### config.mk
export PLATFORM = sky130hd
export DESIGN_NAME = ro_puf_eval
export DESIGN_NICKNAME = d
export VERILOG_FILES = /design/src/rtl/ro_puf_eval.sv
export SDC_FILE = /design/constraint.sdc
export NUM_CORES = 1
export LEC_CHECK = 0
export CAP_MARGIN = 30
export CORE_ASPECT_RATIO = 1.1
export CORE_MARGIN = 4
export CORE_UTILIZATION = 65
export CTS_CLUSTER_SIZE = 28
export DETAILED_ROUTE_END_ITERATION = 10
export DONT_BUFFER_PORTS = 1
export PLACE_DENSITY = 0.93
export SLEW_MARGIN = 20
export SYNTH_ARGS = -nofsm -noshare
export SYNTH_HDL_FRONTEND = slang
export SYNTH_SLANG_ARGS = --single-unit
### constraint.sdc
create_clock -name clk -period 4.01 [get_ports clk]
set_input_delay 0.802 -clock clk [delete_from_list [all_inputs] [get_ports clk]]
set_output_delay 0.802 -clock clk [all_outputs]
set_load 0.005 [all_outputs]
### src/rtl/ro_puf_eval.sv
// Ring-oscillator PUF evaluator: for each challenge pair, counts synchronised
// oscillator edges over a programmable window and compares the two counts.
module ro_puf_eval #(
  parameter int NUM_RO    = 8,
  parameter int SEL_W     = 3,
  parameter int RESP_BITS = 4,
  parameter int CNT_W     = 16,
  parameter int WIN_W     = 16
) (
  input  logic                         clk,
  input  logic                         rst_n,
  input  logic                         i_en,
  input  logic [NUM_RO-1:0]            i_ro_in,
  input  logic                         i_start,
  input  logic [RESP_BITS*2*SEL_W-1:0] i_challenge,
  input  logic [WIN_W-1:0]             i_window,
  output logic                         o_busy,
  output logic                         o_done,
  output logic [RESP_BITS-1:0]         o_response,
  output logic                         o_resp_valid,
  output logic [RESP_BITS-1:0]         o_tie_mask,
  output logic                         o_err,
  output logic                         o_sat,
  output logic [CNT_W-1:0]             o_last_cnt_a,
  output logic [CNT_W-1:0]             o_last_cnt_b
);

  localparam int PAIR_W = 2 * SEL_W;
  localparam int IDX_W  = (RESP_BITS > 1) ? $clog2(RESP_BITS) : 1;
  localparam int RO_PAD = 2 ** SEL_W;

  typedef enum logic [2:0] {S_IDLE, S_CLEAR, S_COUNT, S_COMPARE, S_DONE} state_t;

  // Saturating increment; MSB of the result flags an edge lost at full scale.
  function automatic logic [CNT_W:0] sat_inc(input logic [CNT_W-1:0] c, input logic ev);
    if (ev && (c == {CNT_W{1'b1}})) return {1'b1, c};
    else if (ev)                    return {1'b0, c + 1'b1};
    else                            return {1'b0, c};
  endfunction

  state_t                         r_state, w_next;
  logic [NUM_RO-1:0]              r_sync1, r_sync2, r_sync3;
  logic [RESP_BITS*2*SEL_W-1:0]   r_chal;
  logic [WIN_W-1:0]               r_win_len, r_win_cnt;
  logic [IDX_W-1:0]               r_pair;
  logic [SEL_W-1:0]               r_idx_a, r_idx_b;
  logic [CNT_W-1:0]               r_cnt_a, r_cnt_b, r_last_a, r_last_b;
  logic [RESP_BITS-1:0]           r_response, r_tie;
  logic                           r_err, r_sat, r_resp_valid;
  logic                           w_busy, w_done;
  logic [RO_PAD-1:0]              w_rise;
  logic [PAIR_W-1:0]              w_pair_bits;
  logic                           w_a_ok, w_b_ok, w_ok, w_last_pair, w_win_last;
  logic [CNT_W:0]                 w_inc_a, w_inc_b;
  logic [CNT_W-1:0]               w_eff_a, w_eff_b;

  assign w_rise      = RO_PAD'(r_sync2 & ~r_sync3);
  assign w_pair_bits = r_chal[r_pair*PAIR_W +: PAIR_W];
  assign w_a_ok      = 32'(r_idx_a) < NUM_RO;
  assign w_b_ok      = 32'(r_idx_b) < NUM_RO;
  assign w_ok        = w_a_ok & w_b_ok;
  assign w_last_pair = (r_pair == IDX_W'(RESP_BITS - 1));
  assign w_win_last  = (r_win_cnt == WIN_W'(1));
  assign w_inc_a     = sat_inc(r_cnt_a, w_a_ok & w_rise[r_idx_a]);
  assign w_inc_b     = sat_inc(r_cnt_b, w_b_ok & w_rise[r_idx_b]);
  assign w_eff_a     = w_a_ok ? r_cnt_a : '0;
  assign w_eff_b     = w_b_ok ? r_cnt_b : '0;

  // Two-flop synchroniser plus previous-value register for rising-edge detect.
  always_ff @(posedge clk or negedge rst_n) begin
    if (!rst_n) begin
      r_sync1 <= '0;
      r_sync2 <= '0;
      r_sync3 <= '0;
    end else begin
      r_sync1 <= i_ro_in;
      r_sync2 <= r_sync1;
      r_sync3 <= r_sync2;
    end
  end

  // State register.
  always_ff @(posedge clk or negedge rst_n) begin
    if (!rst_n) r_state <= S_IDLE;
    else        r_state <= w_next;
  end

  // Next-state and status decode; dropping enable returns to idle from anywhere.
  always_comb begin
    w_next = r_state;
    w_busy = 1'b0;
    w_done = 1'b0;
    case (r_state)
      S_IDLE:    if (i_en && i_start) w_next = S_CLEAR;
      S_CLEAR: begin
        w_busy = 1'b1;
        w_next = i_en ? S_COUNT : S_IDLE;
      end
      S_COUNT: begin
        w_busy = 1'b1;
        if (!i_en)          w_next = S_IDLE;
        else if (w_win_last) w_next = S_COMPARE;
      end
      S_COMPARE: begin
        w_busy = 1'b1;
        if (!i_en)           w_next = S_IDLE;
        else if (w_last_pair) w_next = S_DONE;
        else                  w_next = S_CLEAR;
      end
      S_DONE: begin
        w_done = 1'b1;
        w_next = S_IDLE;
      end
      default:   w_next = S_IDLE;
    endcase
  end

  // Request latch, per-pair counting and result accumulation.
  always_ff @(posedge clk or negedge rst_n) begin
    if (!rst_n) begin
      r_chal       <= '0;
      r_win_len    <= '0;
      r_win_cnt    <= '0;
      r_pair       <= '0;
      r_idx_a      <= '0;
      r_idx_b      <= '0;
      r_cnt_a      <= '0;
      r_cnt_b      <= '0;
      r_last_a     <= '0;
      r_last_b     <= '0;
      r_response   <= '0;
      r_tie        <= '0;
      r_err        <= 1'b0;
      r_sat        <= 1'b0;
      r_resp_valid <= 1'b0;
    end else if (i_en) begin
      case (r_state)
        S_IDLE: if (i_start) begin
          r_chal       <= i_challenge;
          r_win_len    <= (i_window == '0) ? WIN_W'(1) : i_window;
          r_pair       <= '0;
          r_response   <= '0;
          r_tie        <= '0;
          r_err        <= 1'b0;
          r_sat        <= 1'b0;
          r_resp_valid <= 1'b0;
        end
        S_CLEAR: begin
          r_cnt_a   <= '0;
          r_cnt_b   <= '0;
          r_win_cnt <= r_win_len;
          r_idx_a   <= w_pair_bits[PAIR_W-1:SEL_W];
          r_idx_b   <= w_pair_bits[SEL_W-1:0];
        end
        S_COUNT: begin
          r_cnt_a   <= w_inc_a[CNT_W-1:0];
          r_cnt_b   <= w_inc_b[CNT_W-1:0];
          r_sat     <= r_sat | w_inc_a[CNT_W] | w_inc_b[CNT_W];
          r_win_cnt <= r_win_cnt - 1'b1;
        end
        S_COMPARE: begin
          r_response[r_pair] <= w_ok & (w_eff_a > w_eff_b);
          r_tie[r_pair]      <= w_ok & ((w_eff_a == w_eff_b) | (r_idx_a == r_idx_b));
          r_err              <= r_err | ~w_ok;
          r_last_a           <= w_eff_a;
          r_last_b           <= w_eff_b;
          if (w_last_pair) r_resp_valid <= 1'b1;
          else             r_pair       <= r_pair + 1'b1;
        end
        default: ;
      endcase
    end
  end

  assign o_busy       = w_busy;
  assign o_done       = w_done;
  assign o_response   = r_response;
  assign o_resp_valid = r_resp_valid;
  assign o_tie_mask   = r_tie;
  assign o_err        = r_err;
  assign o_sat        = r_sat;
  assign o_last_cnt_a = r_last_a;
  assign o_last_cnt_b = r_last_b;

endmodule

==> summary.log, run 1 <==
[power] Static Leak 3.75 nW
[setup_path] Worst path top cell family by delay simple AND/OR/NAND/NOR gates
[logic_synthesis] syn_nets 825
[placed_design] post-placement cell area 7900 µm²
[route] DRC Markers 0
[setup_path] crit path cell chain nor2b_1 -> nand2_1 -> inv_2 -> nand2_1 -> or4_1 -> o211ai_1
[placed_design] worst setup slack after placement 1.06 ns
[logic_synthesis] top area cells in the synthesized netlist sky130_fd_sc_hd__dfrtp_1, sky130_fd_sc_hd__nand2_1, sky130_fd_sc_hd__mux2_2
[placed_design] Buffers on Ports 0
[floorplanning] die boundary width 113 µm
[power] Switch Pwr 2.31 mW
[setup_path] Top cell by count, worst path sky130_fd_sc_hd__nand2_1
[clocking] CTS hold repair buffers 0
[finish] Ant. Diodes 0
[route] detail-routed via count per cell 6.90
[sta] normalized max-slew margin 43.6%
[floorplanning] Initial Util 67.4%
[sta] maximum clock rate 0.367 GHz
[floorplanning] number of rows in the core area 41
[route] final routed wire length divided by cell count 21.9 µm
[global_route] wire length of the first global-routing pass 31.6 mm
[flow_run] number of maximum-capacitance constraint violations 0
[sta] total negative slack 0 ns
[power] Switching Fraction 38.3%
[power] Peak supply drop 546 µV
[setup_path] CP startpoint kind flip-flop
[logic_synthesis] average footprint of a synthesized cell 10.4 µm²
[finish] fraction of final layout cells sized beyond drive strength 1 13.6%
[logic_synthesis] number of standard cells after synthesis 749
[logic_synthesis] most instantiated flip-flop cell in the synthesis netlist sky130_fd_sc_hd__dfrtp_1
[logic_synthesis] total of flip-flops plus latches after synthesis 165
[sta] min cycle time layout 2.73 ns
[setup_path] total buffers and inverters traversed by the critical path 1
[floorplanning] Die ar. 13800 µm²
[setup_path] origin of the critical flop-to-flop path r_state[2]$_DFFE_PN0P_
[finish] area of all placed cells without fillers 8490 µm²
[clocking] maximum root-to-sink buffer count 2
[setup_path] library cell contributing the largest single delay on the critical path sky130_fd_sc_hd__or4_1
[setup_path] Worst Path Required 4.35 ns
[logic_synthesis] share of the synthesized area in the top cell type 52.9%
[finish] area occupied by multi-input gates 3430 µm²
[clocking] CTS HTree Levels 4
[finish] filler cell count 736
[clocking] CTS Buf Count 17
[logic_synthesis] library cell occupying the most area in the post-synthesis netlist sky130_fd_sc_hd__dfrtp_1
[clocking] CTS tree done
[power] power consumption 6.02 mW
[sta] clk_skew 0.0108 ns
[logic_synthesis] Yosys cell types 64
[finish] sequential cell area 4130 µm²
[power] part of the power in registers 43.9%
[floorplanning] area of the placeable core 11600 µm²
[sta] transition time at the pin with the least slew margin 0.839 ns
[global_route] maximum number of pins on one net before global-route repair 166
[sta] post-route worst setup slack 1.28 ns
[clocking] number of clock sinks 165
[route] number of nets with antenna violations after routing 0
[logic_synthesis] Post-synth EDFFs 0
[global_route] overall overflow remaining after global route 0
[setup_path] data arrival at the endpoint of the critical path 3.07 ns
[power] total internal power 3.71 mW
[sta] final hold violation count 0
[route] wire length after detailed routing 19.7 mm
[global_route] global-route total usage across every layer 29.2%
[placed_design] dpl hpwl 13.2 mm
[floorplanning] DIE HEIGHT 123 µm
[sta] period utilization 68.0%
[sta] final-report setup violation count 0
[finish] synth-to-layout area growth 8.70%
[clocking] Post-CTS Setup Repair Bufs 0
[setup_path] CP Max Fanout 23
[setup_path] startpoint-to-endpoint class of the critical path reg2reg
[finish] Finished Layout Cells 901
[setup_path] Critical Path Start r_state[2]$_DFFE_PN0P_
[route] DRT iter0 DRCs 809
[global_route] initial antenna violation count 0
[global_route] vias in the first global route 6287
[clocking] clock input transition at the sequential cells of the worst setup and hold paths 0.07 ns
[floorplanning] Boundary Pins 97
[power] ratio of total power to cell area 709 nW/µm²
[setup_path] Max stage delay on crit path 0.70 ns
[clocking] clock insertion delay at the later pin of the skew report 0.43 ns
[placed_design] weighted congestion reported at the end of routability-driven placement 0.929
[route] vias post-DR 6221
[clocking] number of resized instances in the post-cts repair step 0
[min_path] Hold Crit Class in2async
[finish] share of the core filled with cells 73.2%
[finish] Final #Nets 814
[logic_synthesis] sequential fraction of the synthesis area 52.9%
[sta] Slew Viols, Final 0
[sta] setup repair after global routing missed its margin false
[clocking] CTS root buffer sky130_fd_sc_hd__clkbuf_16
[logic_synthesis] warning count from the yosys run 0
[placed_design] number of placed cells counting well taps 869
[power] relative contribution of combinational cells to total power 29.4%
[logic_synthesis] async set or reset register ratio after synthesis 100%
[sta] final hold slack 0.0586 ns
[route] drt first pass iters 6
[outcome] run status finished, final reports clean
[logic_synthesis] Netlist Area Pre-Place 7810 µm²
[setup_path] CP endpoint kind flip-flop
[power] part of the power in the clock network 26.7%
## state kept, by name (all words and copies together), names as in the netlist, 4 cells and up
name	cells
r_cnt_b	16
r_sync1	8
o_last_cnt_b	16
r_chal	24
o_last_cnt_a	16
r_sync2	8
o_tie_mask	4
r_cnt_a	16
r_win_cnt	16
r_sync3	8
o_response	4
r_win_len	16
## kinds of logic (layout without fill, tap and decap cells)
group                    after synthesis  after routing  share of synthesized area (%)
AND/OR/NAND/NOR                      274            274                           17.1
other                                  1              1                         0.0480
XOR/XNOR                               4              4                          0.449
multiplexers                          50             50                           8.89
flip-flops                           165            165                           52.9
AO/OA/AOI/OAI                        166            166                           13.5
adder cells (fa/ha/maj)               24             24                           3.84
buffers and inverters                 65             67                           3.30
## cell usage in the layout (no fill, tap or decap), types with 4 or more instances in the layout
master / count
sky130_fd_sc_hd__or4_1: 8
sky130_fd_sc_hd__o311ai_1: 7
sky130_fd_sc_hd__a31oi_1: 5
sky130_fd_sc_hd__a21oi_1: 30
sky130_fd_sc_hd__inv_8: 5
sky130_fd_sc_hd__buf_4: 6
sky130_fd_sc_hd__a22oi_1: 7
sky130_fd_sc_hd__nand2b_1: 8
sky130_fd_sc_hd__clkbuf_16: 17
sky130_fd_sc_hd__a211oi_1: 4
sky130_fd_sc_hd__a41oi_1: 4
sky130_fd_sc_hd__or3_1: 7
sky130_fd_sc_hd__nand3_1: 31
sky130_fd_sc_hd__o21ai_0: 61
sky130_fd_sc_hd__ha_1: 24
sky130_fd_sc_hd__inv_1: 28
sky130_fd_sc_hd__dfrtp_1: 165
sky130_fd_sc_hd__mux2_2: 39
sky130_fd_sc_hd__nor3_1: 10
sky130_fd_sc_hd__o211ai_1: 12
sky130_fd_sc_hd__nor4_1: 14
sky130_fd_sc_hd__nand2_1: 126
sky130_fd_sc_hd__nor2_1: 30
sky130_fd_sc_hd__nand4_1: 11
sky130_fd_sc_hd__o31ai_1: 9
sky130_fd_sc_hd__and3_1: 5
sky130_fd_sc_hd__o22ai_1: 5
sky130_fd_sc_hd__mux4_2: 8
## final timing paths
| path | to | slack [ns] | cells after the start |
|---|---|---|---|
| max in group asynchronous | r_pair[0]$_DFFE_PN0P_ | 3.68 | 0 |
| worst max register to register | r_cnt_b[14]$_DFFE_PN0P_ | 1.28 | 6 |
| worst min-delay path | o_last_cnt_a[12]$_DFFE_PN0P_ | 0.06 | 0 |
| min in group clk | r_sync2[3]$_DFF_PN0_ | 0.35 | 0 |
| worst min register to register | r_sync2[3]$_DFF_PN0_ | 0.35 | 0 |
| worst max-delay path | r_cnt_b[14]$_DFFE_PN0P_ | 1.28 | 6 |
## cell type report
class	count	share of cell area, %
repair buffers	6	0.531
inverters	29	1.28
clock inverters	15	1.89
multi-input cells	519	40.4
flip-flops and latches	165	48.6
well taps	150	2.21
clock buffers	17	5.01
## cell usage after synthesis (7+ instances only)
library cell               number
sky130_fd_sc_hd__or3_1          7
sky130_fd_sc_hd__o21ai_0       61
sky130_fd_sc_hd__ha_1          24
sky130_fd_sc_hd__a22oi_1        7
sky130_fd_sc_hd__dfrtp_1      165
sky130_fd_sc_hd__nand2b_1       8
sky130_fd_sc_hd__o211ai_1      12
sky130_fd_sc_hd__clkbuf_1      27
sky130_fd_sc_hd__nand4_1       11
sky130_fd_sc_hd__nor3_1        11
sky130_fd_sc_hd__nand3_1       32
sky130_fd_sc_hd__nor4_1        14
sky130_fd_sc_hd__a21oi_1       30
sky130_fd_sc_hd__nor2_1        30
sky130_fd_sc_hd__nand2_1      126
sky130_fd_sc_hd__mux2_2        39
sky130_fd_sc_hd__or4_1          8
sky130_fd_sc_hd__o31ai_1        9
sky130_fd_sc_hd__inv_1         28
sky130_fd_sc_hd__mux4_2         8
sky130_fd_sc_hd__o311ai_1       7
## routing by layer
| layer | track usage (%) | wire length, µm | vias up |
|---|---|---|---|
| met2 | 47.9 | 9730 | 411 |
| met1 | 35.4 | 7150 | 3004 |
| met3 | 8.76 | 2020 | 100 |
| li1 | - | - | 2706 |
| met5 | 0 | 0 | - |
| met4 | 15.0 | 824 | 0 |
## worst register-to-register path, delay by kind of cell (launching register included)
family,cells,cell delay (ns)
and+or+nand+nor,4,1.73
AOI/OAI and AO/OA,1,0.12
buffers and inverters,1,0.35
DFF,1,0.45
## power by group through the flow
stage	logic, mW	clock network (mW)	registers, mW
6_report	1.77	1.61	2.64
5_1_grt	1.93	1.70	2.70
3_5_place_dp	1.69	0	2.66
2_1_floorplan	1.33	0	2.46
3_3_place_gp	1.60	0	2.60
4_1_cts	1.73	1.61	2.63
No activity file was read; power rests on OpenSTA's default activity.
==> run 2: changes to the inputs <==
--- a/config.mk
+++ b/config.mk
@@ -8,11 +8,11 @@
 export CAP_MARGIN = 30
 export CORE_ASPECT_RATIO = 1.1
 export CORE_MARGIN = 4
-export CORE_UTILIZATION = 65
+export CORE_UTILIZATION = 57
 export CTS_CLUSTER_SIZE = 28
 export DETAILED_ROUTE_END_ITERATION = 10
 export DONT_BUFFER_PORTS = 1
-export PLACE_DENSITY = 0.93
+export PLACE_DENSITY = 0.87
 export SLEW_MARGIN = 20
 export SYNTH_ARGS = -nofsm -noshare
 export SYNTH_HDL_FRONTEND = slang
==> constraint.sdc (replaced) <==
create_clock -name clk -period 2.2 [get_ports clk]
set_input_delay 0.44 -clock clk [delete_from_list [all_inputs] [get_ports clk]]
set_output_delay 0.44 -clock clk [all_outputs]
set_load 0.005 [all_outputs]
==> run 2 against run 1 <==
Compared with the run above: the flow now finishes with violations (negative hold slack); critical path depth did not move; clock power is 80% higher; clock skew about the same; power rose by 92%; first-iteration DRC count shrank 30%; global-route usage fell by 3.6 points; die area is 13% higher; sequential power grew 79%; critical endpoint is now r_cnt_b[13]$_DFFE_PN0P_; largest power group unchanged; highest routed layer unchanged.
==> summary.log, run 2 (synthesis gave the netlist of run 1 again) <==
[route] DRT iter0 DRCs 570
[sta] maximum clock rate 0.465 GHz
[setup_path] Worst Path Required 2.54 ns
[route] vias post-DR 6216
[route] DRC Markers 0
[finish] filler cell count 985
[placed_design] dpl hpwl 13.3 mm
[power] Switching Fraction 35.7%
[sta] final hold violation count 165
[finish] highest-count cells in the layout ignoring fill and taps sky130_fd_sc_hd__dfrtp_1, sky130_fd_sc_hd__nand2_1, sky130_fd_sc_hd__o21ai_0
[sta] Slew Viols, Final 0
[route] number of nets with antenna violations after routing 0
[power] part of the power in registers 40.9%
[sta] normalized max-slew margin 55.2%
[flow_run] number of maximum-capacitance constraint violations 0
[global_route] overall overflow remaining after global route 0
[global_route] maximum number of pins on one net before global-route repair 166
[global_route] global-route total usage across every layer 25.6%
[clocking] maximum root-to-sink buffer count 2
[placed_design] number of placed cells counting well taps 933
[sta] min cycle time layout 2.15 ns
[power] Static Leak 4.01 nW
[power] relative contribution of combinational cells to total power 34.2%
[route] drt first pass iters 5
[finish] Finished Layout Cells 976
[power] ratio of total power to cell area 1290 nW/µm²
[sta] clk_skew 0.0108 ns
[floorplanning] DIE HEIGHT 131 µm
[finish] fraction of final layout cells sized beyond drive strength 1 19.6%
[power] total internal power 7.44 mW
[setup_path] CP Max Fanout 12
[finish] Biggest register r_chal
[finish] share of the core filled with cells 67.1%
[clocking] number of clock sinks 165
[global_route] vias in the first global route 6266
[clocking] CTS root buffer sky130_fd_sc_hd__clkbuf_16
[min_path] Hold Crit Class in2async
[setup_path] critical register-to-register path endpoint r_cnt_b[13]$_DFFE_PN0P_
[placed_design] Buffers on Ports 0
[floorplanning] Die ar. 15600 µm²
[floorplanning] number of rows in the core area 44
[placed_design] weighted congestion reported at the end of routability-driven placement 0.954
[setup_path] origin of the critical flop-to-flop path r_sync3[5]$_DFF_PN0_
[setup_path] Worst R2R Setup Slack 0.05 ns
[setup_path] R2R cell count 6
[outcome] failing checks negative hold slack
[sta] final-report setup violation count 0
[sta] period utilization 97.7%
[finish] most common cell after layout, fill and taps aside sky130_fd_sc_hd__dfrtp_1
[clocking] CTS tree done
[finish] Final #Nets 854
[floorplanning] Initial Util 58.6%
[clocking] clock insertion delay at the later pin of the skew report 0.43 ns
[sta] transition time at the pin with the least slew margin 0.669 ns
[setup_path] startpoint-to-endpoint class of the critical path reg2reg
[global_route] wire length of the first global-routing pass 31.4 mm
[clocking] CTS Buf Count 17
[floorplanning] area of the placeable core 13300 µm²
[clocking] CTS HTree Levels 4
[setup_path] CP endpoint kind flip-flop
[route] wire length after detailed routing 19.6 mm
[power] Peak supply drop 799 µV
[power] Switch Pwr 4.13 mW
[finish] synth-to-layout area growth 14.5%
[sta] setup repair after global routing missed its margin true
[setup_path] CP startpoint kind flip-flop
[floorplanning] Boundary Pins 97
[setup_path] data arrival at the endpoint of the critical path 2.49 ns
[route] final routed wire length divided by cell count 20.1 µm
[power] part of the power in the clock network 24.9%
[floorplanning] die boundary width 120 µm
[clocking] clock input transition at the sequential cells of the worst setup and hold paths 0.06 ns
[outcome] run status complete, but fails checks
[global_route] initial antenna violation count 1
[finish] Largest register FFs 24
[route] detail-routed via count per cell 6.37
[sta] final hold slack -0.295 ns
==> run 2: cell type report <==
cell class | instances | area, µm² | area share [%]
repair buffers | 46 | 374 | 4.18
clock buffers | 19 | 443 | 4.95
multi-input cells | 519 | 3520 | 39.4
diodes | 1 | 2.50 | 0.0280
inverters | 29 | 109 | 1.22
clock inverters | 13 | 131 | 1.47
flip-flops and latches | 165 | 4130 | 46.2
well taps | 184 | 230 | 2.57
==> run 2: what timing repair did <==
item	4_1_cts	5_1_grt
pin swaps	0	7
gates cloned	0	0
endpoints found under the hold margin	165	165
endpoints found under the setup margin	6	29
setup buffers	0	10
resized for setup	4	20
==> run 2: critical path: stages (launching register included) <==
cell and delay (ns):
sky130_fd_sc_hd__dfrtp_1 0.36, sky130_fd_sc_hd__nand2b_1 0.16, sky130_fd_sc_hd__mux4_2 0.51, sky130_fd_sc_hd__mux2i_4 0.26
sky130_fd_sc_hd__nand2_4 0.15, sky130_fd_sc_hd__or4_1 0.51, sky130_fd_sc_hd__o211ai_1 0.11
==> run 2: worst max-delay path by stage <==
stage                                        from                   endpoint  slack [ns]  cells past startpoint
final                        r_sync3[5]$_DFF_PN0_    r_cnt_b[13]$_DFFE_PN0P_        0.05                      6
after global routing       r_state[2]$_DFFE_PN0P_  r_win_cnt[15]$_DFFE_PN0P_       -0.08                      6
after CTS                 r_cnt_b[11]$_DFFE_PN0P_  o_response[1]$_DFFE_PN0P_       0.003                      8
after detailed placement   r_cnt_b[5]$_DFFE_PN0P_  o_response[0]$_DFFE_PN0P_       -0.05                      9
after global placement     r_cnt_b[2]$_DFFE_PN0P_  o_response[0]$_DFFE_PN0P_       0.008                      9
after floorplan            r_cnt_b[5]$_DFFE_PN0P_  o_response[1]$_DFFE_PN0P_        0.05                      8
==> run 2: power by group through the flow <==
stage / Sequential (mW) / Clock [mW] / Combinational [mW]
CTS: 4.71 / 2.94 / 3.52
finish: 4.73 / 2.89 / 3.96
detailed placement: 4.75 / 0 / 3.41
floorplan: 4.49 / 0 / 2.43
global route: 4.82 / 3.10 / 4.29
global placement: 4.66 / 0 / 3.22
==> run 2: per-stage QoR <==
stage	TNS [ns]	worst slack, ns	area [µm²]	power [mW]	hold WS (ns)
after global placement	0	0.00762	8200	7.87	0.148
after detailed placement	-0.179	-0.0478	8200	8.15	0.148
after CTS	0	0.00338	8790	11.2	-0.315
after floorplan	0	0.0526	7810	6.92	0.144
after global routing	-0.254	-0.0757	8940	12.2	-0.320
final	0	0.0510	8940	11.6	-0.295
==> run 2: per-layer routing <==
metal / global-route usage, % / vias up / share of wire, %
li1: - / 2770 / -
met1: 30.5 / 3000 / 38
met2: 42.5 / 365 / 49
met3: 7.58 / 81 / 9.3
met4: 13.7 / 0 / 4.1
met5: 0 / - / 0
==> variant: new RTL, config.mk and constraints of run 2 <==
Set the parameter `WIN_W` to 32 (it was 16).
--- a/src/rtl/ro_puf_eval.sv
+++ b/src/rtl/ro_puf_eval.sv
@@ -7,3 +7,3 @@
   parameter int CNT_W     = 16,
-  parameter int WIN_W     = 16
+  parameter int WIN_W     = 32
 ) (
Ports: changed (resized i_window); port bits go from 97 to 113. The function was not compared with the original's and may differ.
==> variant against run 2 <==
Cell count increased by 20%. Setup slack got worse by 0.34 ns. Sequential cell count increased by 32. Synthesized area increased by 21%. Critical endpoint is now r_win_cnt[31]$_DFFE_PN0P_. Final area increased by 23%. The flow finishes with violations (negative hold slack, negative setup slack). Routed wire length increased by 17%. Clock power increased by 14%. Power decreased by 7.3%.
==> variant: results (changes against run 2) <==
metric,value,unit,change
cell leakage power,4.95,nW,was 4.01 nW
Setup Viol. Count Final,11,,was 0
failing checks,"negative hold slack, negative setup slack",,was negative hold slack
outcome,"complete, but fails checks",,unchanged
Cell Rows,49,,was 44
Adder-Cell Fraction of Synth Area,3.18,%,was 3.84%
Net Sw Power,3.32,mW,was 4.13 mW
multi-input combinational area share,40.2,%,was 39.4%
RR Endpoint,r_win_cnt[31]$_DFFE_PN0P_,,was r_cnt_b[13]$_DFFE_PN0P_
Peak VDD IR,0.720,mV,was 0.799 mV
Worst path slowest cell,or4_4,,was mux4_2
routed wl met3,1600,µm,was 1820 µm
num sequential,197,,was 165
hpwl dp,15200,µm,was 13300 µm
met2 GRT Util,40.3,%,was 42.5%
Plain + repair buffers,82,,was 46
post-synthesis net count,991,,was 825
final hold slack,-0.301,ns,was -0.295 ns
met1 Use GR,31.5,%,was 30.5%
Critical Path Max Stage Delay,0.54,ns,was 0.51 ns
XOR/XNOR share of the synthesized area,0.278,%,was 0.449%
clkbuf count,18,,was 19
Non-clock buffering overhead,6.05,%,was 4.18%
Post-Syn Instances,899,,was 749
fill count,1159,,was 985
"Clock buffers and inverters, area share",5.71,%,was 6.42%
top cells by instance count after synthesis,"197 x dfrtp_1, 146 x nand2_1, 55 x mux2_2",,"was 165 x dfrtp_1, 126 x nand2_1, 61 x o21ai_0"
Area contributors post-synth,"dfrtp_1 52%, mux2_2 6.6%, nand2_1 5.8%",,"was dfrtp_1 53%, nand2_1 6.1%, mux2_2 5.6%"
Vias/cell,6.42,,was 6.37
sequential-to-total area share from yosys stat,52.2,%,was 52.9%
first-pass GRT wire length,36500,µm,was 31400 µm
global-route usage over all layers,24.8,%,was 25.6%
inverter count,23,,was 29
via count,7496,,was 6216
WL/cell,19.6,µm,was 20.1 µm
drt pass-1 iters,6,,was 5
crit path DAT,2.87,ns,was 2.49 ns
multi-input logic area,4420,µm²,was 3520 µm²
P_seq,5.03,mW,was 4.73 mW
met3 usage,5.50,%,was 7.58%
Final nets,1042,,was 854
Logic pwr share,22.4,%,was 34.2%
P per Cell Area,976,nW/µm²,was 1290 nW/µm²
Final Hold Viols,197,,was 165
Post-DP Area,10100,µm²,was 8200 µm²
setup TNS,-1.86,ns,was 0 ns
setup ws final,-0.291,ns,was 0.0510 ns
post-synthesis compound-gate area fraction,10.1,%,was 13.5%
[variant: worst max-delay path by stage]
stage,start,end,slack [ns]
finish,r_win_cnt[18]$_DFFE_PN0P_,r_win_cnt[31]$_DFFE_PN0P_,-0.29
global route,r_win_cnt[18]$_DFFE_PN0P_,r_win_cnt[23]$_DFFE_PN0P_,-0.32
CTS,r_win_cnt[18]$_DFFE_PN0P_,r_win_cnt[31]$_DFFE_PN0P_,-0.24
detailed placement,r_win_cnt[18]$_DFFE_PN0P_,r_win_cnt[26]$_DFFE_PN0P_,-0.27
global placement,r_win_cnt[18]$_DFFE_PN0P_,r_win_cnt[26]$_DFFE_PN0P_,-0.22
floorplan,r_win_cnt[16]$_DFFE_PN0P_,r_win_cnt[26]$_DFFE_PN0P_,-0.30
[variant: repair_timing]
action / CTS / global route
hold endpoints to repair: 197 / 197
endpoints found under the setup margin: 11 / 47
cloned: 0 / 0
buffers inserted: 5 / 3
pin swaps: 8 / 6
resized for setup: 13 / 20
